===== config.mk =====
export PLATFORM = sky130hd
export DESIGN_NAME = jojo_vertical_ctrl
export DESIGN_NICKNAME = d
export VERILOG_FILES = /design/src/rtl/jojo_vertical_ctrl.sv
export SDC_FILE = /design/constraint.sdc
export NUM_CORES = 1
export LEC_CHECK = 0
export ABC_AREA = 1
export CORE_ASPECT_RATIO = 0.9
export CORE_MARGIN = 3
export CORE_UTILIZATION = 50
export DETAILED_ROUTE_END_ITERATION = 10
export GPL_ROUTABILITY_DRIVEN = 0
export PLACE_DENSITY = 0.74
export RECOVER_POWER = 50
export SYNTH_ARGS = -nofsm -noshare
export SYNTH_HDL_FRONTEND = slang
export SYNTH_SLANG_ARGS = --single-unit

===== constraint.sdc =====
create_clock -name clk -period 5.8 [get_ports clk]
set_clock_uncertainty 0.2 [all_clocks]
set_input_delay 1.16 -clock clk [delete_from_list [all_inputs] [get_ports clk]]
set_output_delay 1.16 -clock clk [all_outputs]
set_load 0.1 [all_outputs]

===== src/rtl/jojo_vertical_ctrl.sv =====
// Vertical-motion sequencer for the player sprite: owns jojo_y and runs the IDLE/RISE/FALL
// machine on frame ticks, moving one pixel per step so the ground judge never misses a row.
module jojo_vertical_ctrl #(
    parameter logic [9:0] INIT_Y  = 10'd402,
    parameter logic [9:0] FLOOR_Y = 10'd402,
    parameter logic [9:0] MIN_Y   = 10'd0,
    parameter logic [3:0] JUMP_V  = 4'd8,
    parameter logic [3:0] GRAVITY = 4'd1,
    parameter logic [3:0] MAX_V   = 4'd8
) (
    input  logic       clk,
    input  logic       reset,
    input  logic       tick,
    input  logic       jump,
    input  logic       grounded,
    output logic [9:0] jojo_y,
    output logic       jumping_up,
    output logic       falling,
    output logic       land_pulse
);

    typedef enum logic [1:0] {IDLE, RISE, FALL} state_t;
    typedef enum logic [1:0] {MOVE, WAIT1, WAIT2} phase_t;

    state_t     state_q, state_d;
    phase_t     phase_q, phase_d;
    logic [9:0] y_q, y_d;
    logic [3:0] vel_q, vel_d;
    logic [3:0] steps_q, steps_d;
    logic       pend_q, pend_d;
    logic       land_q, land_d;
    logic       jump_q;

    logic       jump_edge;
    logic       busy;
    logic [3:0] vel_rise;
    logic [4:0] vel_sum;
    logic [3:0] vel_fall;

    // A pixel step is in flight while steps remain or a fall pixel is still in its wait phases.
    assign jump_edge = jump & ~jump_q;
    assign busy      = (steps_q != 4'd0) || (phase_q != MOVE);
    assign vel_rise  = (vel_q >= GRAVITY) ? (vel_q - GRAVITY) : 4'd0;
    assign vel_sum   = {1'b0, vel_q} + {1'b0, GRAVITY};
    assign vel_fall  = (vel_sum > {1'b0, MAX_V}) ? MAX_V : vel_sum[3:0];

    always_ff @(posedge clk or posedge reset) begin
        if (reset) begin
            state_q <= IDLE;
            phase_q <= MOVE;
            y_q     <= INIT_Y;
            vel_q   <= 4'd0;
            steps_q <= 4'd0;
            pend_q  <= 1'b0;
            land_q  <= 1'b0;
            jump_q  <= 1'b0;
        end else begin
            state_q <= state_d;
            phase_q <= phase_d;
            y_q     <= y_d;
            vel_q   <= vel_d;
            steps_q <= steps_d;
            pend_q  <= pend_d;
            land_q  <= land_d;
            jump_q  <= jump;
        end
    end

    always_comb begin
        state_d = state_q;
        phase_d = phase_q;
        y_d     = y_q;
        vel_d   = vel_q;
        steps_d = steps_q;
        pend_d  = pend_q;
        land_d  = 1'b0;

        // Tick bookkeeping while airborne: load a step budget when free, else queue one tick.
        if (state_q != IDLE) begin
            if (!busy) begin
                if (pend_q || tick) begin
                    steps_d = vel_q;
                    pend_d  = pend_q & tick;
                end
            end else if (tick) begin
                pend_d = 1'b1;
            end
        end

        case (state_q)
            IDLE: begin
                phase_d = MOVE;
                steps_d = 4'd0;
                pend_d  = 1'b0;
                if (!grounded) begin
                    state_d = FALL;
                    vel_d   = GRAVITY;
                end else if (jump_edge) begin
                    state_d = RISE;
                    vel_d   = JUMP_V;
                end
            end

            RISE: begin
                if (busy) begin
                    if (y_q == MIN_Y) begin
                        steps_d = 4'd0;
                        state_d = FALL;
                        vel_d   = GRAVITY;
                    end else begin
                        y_d     = y_q - 10'd1;
                        steps_d = steps_q - 4'd1;
                        if (steps_q == 4'd1) begin
                            vel_d = vel_rise;
                            if (vel_rise == 4'd0) begin
                                state_d = FALL;
                                vel_d   = GRAVITY;
                            end
                        end
                    end
                end
            end

            FALL: begin
                case (phase_q)
                    MOVE: begin
                        if (steps_q != 4'd0) begin
                            if (y_q < FLOOR_Y) begin
                                y_d = y_q + 10'd1;
                            end
                            steps_d = steps_q - 4'd1;
                            phase_d = WAIT1;
                        end
                    end
                    WAIT1: begin
                        phase_d = WAIT2;
                    end
                    WAIT2: begin
                        // By now the judge's registered flag reflects the row just entered.
                        phase_d = MOVE;
                        if (grounded || (y_q == FLOOR_Y)) begin
                            state_d = IDLE;
                            vel_d   = 4'd0;
                            steps_d = 4'd0;
                            pend_d  = 1'b0;
                            land_d  = 1'b1;
                        end else if (steps_q == 4'd0) begin
                            vel_d = vel_fall;
                        end
                    end
                    default: begin
                        phase_d = MOVE;
                    end
                endcase
            end

            default: begin
                state_d = IDLE;
            end
        endcase
    end

    assign jojo_y     = y_q;
    assign jumping_up = (state_q == RISE);
    assign falling    = (state_q == FALL);
    assign land_pulse = land_q;

endmodule

# Word level (Yosys, flattened, before mapping)
# Cells that the tools add are included.
# word_totals
ff_bits	25
wordCells	104
input_bits	5
# op_classes
n_addsub	5
n_bitwise	3
reduce_logical	18
eq_ne	18
n_mux	49
order_cmp	3
# op_table
operator	n
2-to-1 mux 4 bit	18
2-to-1 mux 10 bit	5
one-hot mux 4 bit (3 select lines)	2
one-hot mux 10 bit (2 select lines)	1
2-to-1 mux 2 bit	9
AND reduction 6 bit	3
inequality test 2 x 1 -> 1 bit (second input constant)	6
adder 10 x 1 -> 10 bit (second input constant)	1
equality test 10 x 9 -> 1 bit (second input constant)	1
logical NOT 10 bit	1
< comparator 10 x 9 -> 1 bit (second input constant)	1
subtractor 10 x 1 -> 10 bit (second input constant)	1
2-to-1 mux 1 bit	9
inequality test 3 x 1 -> 1 bit (second input constant)	3
logical NOT 4 bit	2
one-hot mux 2 bit (2 select lines)	2
one-hot mux 4 bit (2 select lines)	1
nonzero test 2 bit	4
subtractor 4 x 1 -> 4 bit (second input constant)	2
inequality test 3 bit (second input constant)	2
one-hot mux 2 bit (3 select lines)	1
adder 4 x 1 -> 5 bit (second input constant)	1
greater-than comparator 5 x 4 -> 1 bit (second input constant)	1
equality test 2 x 1 -> 1 bit (second input constant)	2
other kinds (12)	17

# Depth between registers and ports, before layout
# logic_depth
depth_word	8
depth_mapped	14
ltp_nobuf	13

# Worst setup path before layout
# OpenSTA, ideal clock, no wires.
# synth_timing
path_type	register -> register
from	reg state_q[0]
to	reg y_q[7], in the netlist jojo_y[7]
arrival_ns	3.012
period_less_slack_ns	3.288
slack_ns	2.512
path_stages_with_launch	15
setup_time_ns	0.076
required_ns	5.524
path_cell_list	dfrtp_1 -> inv_1 -> ha_1 -> clkbuf_1 -> inv_1 -> ha_1 -> nand2_1 -> o21ai_0 -> nand2_1 -> nand2_1 -> nand3_1 -> nand2_1 -> nand2_1 -> nand3_1 -> nand2_1
# synth_via
elab_chain_len	3
word_cells_on_any_way	10
cone_classes	eq/ne: 7; mux: 1; reduce/logical: 2
# synth_rtl
element	line_no	source
from (decl)	25	state_t state_q, state_d;
from (signal assigned)	58	state_q <= state_d;
equality test 2 bit *	-	
via falling	18	output logic falling,
inequality test 2 x 1 -> 1 bit (no source line) / nonzero test 2 bit (equally long branches)	-	
AND reduction 6 bit (no source line)	-	
to (signal assigned)	60	y_q <= y_d;
to (decl)	27	logic [9:0] y_q, y_d;
# Mark *: on every way through the listed nets, which the timed path passes. The rest lies on a longest branch.
# A chain may end at the register's enable or synchronous reset.

# Final worst setup path
# layout_timing
from	reg state_q[0]
to	out falling
# layout_via
elab_chain_len	1
# layout_rtl
element	line_no	source
equality test 2 bit	165	assign falling = (state_q == FALL);
to (decl)	18	
# Every way passes these cells.

==> results.cfg <==
[grt]
gr-total-overflow = 0
grt_max_degree = 26
grt_first_pass_wirelength_mm = 8.56
antenna_found_initial = 0
number_of_global_route_vias_before_repair = 1870
global_route.usage.total_pct = 19.8

[yosys]
synth_enable_flop_cells = 0
post-synth-top-area-fraction_pct = 23.8
dominantRegCellSynth = sky130_fd_sc_hd__dfrtp_1
yosys.cell_types.count = 34
synth.most_common_cell = sky130_fd_sc_hd__nand2_1
synth-adder-area-share_pct = 11.1
yosysWarnings = 0
synth.area.top_cells = sky130_fd_sc_hd__dfrtp_1 24%, sky130_fd_sc_hd__nand2_1 14%, sky130_fd_sc_hd__ha_1 10%
synth.mux.area_fraction_pct = 0
synth_nets = 339
synth_sequential_area_ratio_pct = 28.6
syn-instance-count = 315
postSynth.asyncResetShare_pct = 100
post_synth_and_or_nand_nor_area_fraction_pct = 32.6
post_synth.cell_area_avg_um2 = 7.00
synthXorXnorAreaFrac_pct = 4.76
yosysTopAreaCell = sky130_fd_sc_hd__dfrtp_1
synth_compound_area_share_pct = 13.6
synth_common_cells = 83 x sky130_fd_sc_hd__nand2_1, 44 x sky130_fd_sc_hd__inv_1, 27 x sky130_fd_sc_hd__nand3_1
mappedNetlistArea_um2 = 2210
synth_top_family_by_area = simple AND/OR/NAND/NOR gates
ys_ff_latch = 25

[die]
die_width_um = 76.0
die-area_um2 = 5250
fp-row-count = 22
ioPinCount = 18
area_of_the_core_um2 = 4160
vertical_extent_of_the_die_um = 69.0
floorplan.initialDensity_pct = 53.1

[final_layout]
multi_input_combinational_cell_area_um2 = 1360
final_layout_size_suffix_gt1_share_pct = 10.2
finalNetCount = 358
antenna_cells_inserted = 0
seq_area_um2 = 631
area_growth_syn_to_layout_pct = 12.0
nFillCells = 400

[clock_tree]
cts_max_path_buffers = 2
clock_sinks = 25
cts.reportedPaths.clkPinSlew_ps = 100
ctsRootBufferMaster = sky130_fd_sc_hd__clkbuf_8
postCtsSetupRepairBufs = 0
hold_buffers = 0
clock_buffer_count_from_cts = 3
tritoncts_clock_tree = built
postCtsResizedCells = 0
clk-insertion-delay-late_ps = 280
htree_levels = 1

[sta]
timing_max_transition_violations_final = 0
maxClockFrequency_mhz = 269
timing.final.ws_setup_ps = 2080
finalCritPeriodShare_pct = 64.1
period_needed_ps = 3720
tightestPinTransition_ps = 972
timing_hold_violations_final = 0
grt_setup_unrepaired = no
final.setup.tns_ps = 0
report.final.setup_viol = 0
timing.slew.headroom_pct = 35.0

[place]
place_worst_setup_slack_ps = 2400
dp_hpwl_mm = 3.94
io_buffer_count = 17

[setup_path]
ff2ff_setup_slack_ps = 2830
r2r_path_end = jojo_y[7]$_DFFE_PP1P_
r2r_cell_count = 13
crit_required_ps = 4440
crit-reg2reg-launch = state_q[0]$_DFFE_PP0P_
critical_path.endpoint_type = primary output
timing.critical_path.from_type = flop
path_max_fanout = 8
cp_data_arrival_time_ps = 2360
worstSetupPathType = reg2out

[route]
first_pass_iters = 4
detail-route-antenna-nets = 0
post_drt_wl_per_cell_um = 12.9
postRouteWirelength_mm = 5.07
drtIter0Drc = 173
routed-via-count = 2043
vias_per_cell = 5.20
drc = 0

[run_status]
status = complete, no violations

[worst_hold_path]
whs_endpoint = jojo_y[8]$_DFFE_PP1P_
min_path_type = reg2reg
hold_path.startpoint = jojo_y[8]$_DFFE_PP1P_
hold_path_depth = 2

[run]
max_cap_viol_count = 0
## worst max-delay path by stage
stage	start	end	slack (ps)	depth (start not counted)
after floorplan	state_q[0]$_DFFE_PP0P_	jojo_y[7]$_DFFE_PP1P_	2510	14
after global placement	state_q[0]$_DFFE_PP0P_	falling	2420	3
after detailed placement	state_q[0]$_DFFE_PP0P_	falling	2400	3
after CTS	state_q[0]$_DFFE_PP0P_	falling	2090	3
after global routing	state_q[0]$_DFFE_PP0P_	falling	1990	3
final	state_q[0]$_DFFE_PP0P_	falling	2080	3
## cell families after synthesis
family	count (synthesis)
DFF	25
AOI/OAI and AO/OA	52
xor gates and xnor gates	12
and+or+nand+nor	154
buffers and inverters	53
adders and majority gates	19
## critical path: stages (launching register included)
cell                              delay [ps]
sky130_fd_sc_hd__dfrtp_1                 420
sky130_fd_sc_hd__inv_1                    90
sky130_fd_sc_hd__ha_1                    360
sky130_fd_sc_hd__clkdlybuf4s50_1        1210
## flip-flops by register name, indices dropped and copies added (netlist names)
signal and flops:
jump_q 1, land_pulse 1, state_q 2, steps_q 4
jojo_y 10, pend_q 1, phase_q 2, vel_q 4
## cell type report
type,instances,area share [%]
Sequential cell,25,25.5
Tap cell,60,3.04
Clock buffer,3,1.67
Clock inverter,1,0.203
Timing Repair Buffer,17,6.89
Inverter,50,7.60
Multi-Input combinational cell,237,55.1
## metrics by stage
step	cells	utilization (%)	hold WS (ps)	cell area, um2
floorplan	315	-	308	2210
global placement	389	58.5	297	2430
detailed placement	389	58.5	300	2430
CTS	393	59.6	319	2480
global route	393	59.4	334	2470
finish	393	59.4	319	2470
## layout by cell type (no fill, tap or decap), drive strengths merged
cell / n
inv: 50
o2111ai: 1
nand3: 30
fa: 1
nand4: 6
o21ai: 31
nand2: 87
dlygate4sd3: 3
dfstp: 4
nor3: 1
ha: 18
clkinv: 1
o22ai: 2
xor2: 6
clkdlybuf4s50: 14
a22oi: 1
nor2: 27
a21oi: 11
dfrtp: 21
o21a: 2
xnor2: 6
or2: 3
a31oi: 3
o21bai: 1
clkbuf: 3
## metal layers
metal / track usage (%) / vias up / wire [um]
met1: 31.1 / 926 / 2640
met5: 0 / - / 0
met2: 28.6 / 61 / 2100
met4: 4.63 / 0 / 36
li1: - / 1052 / -
met3: 2.61 / 4 / 283
Power is not shown: default switching activity piles up to over one toggle a cycle in this logic, so the estimate is an artifact.
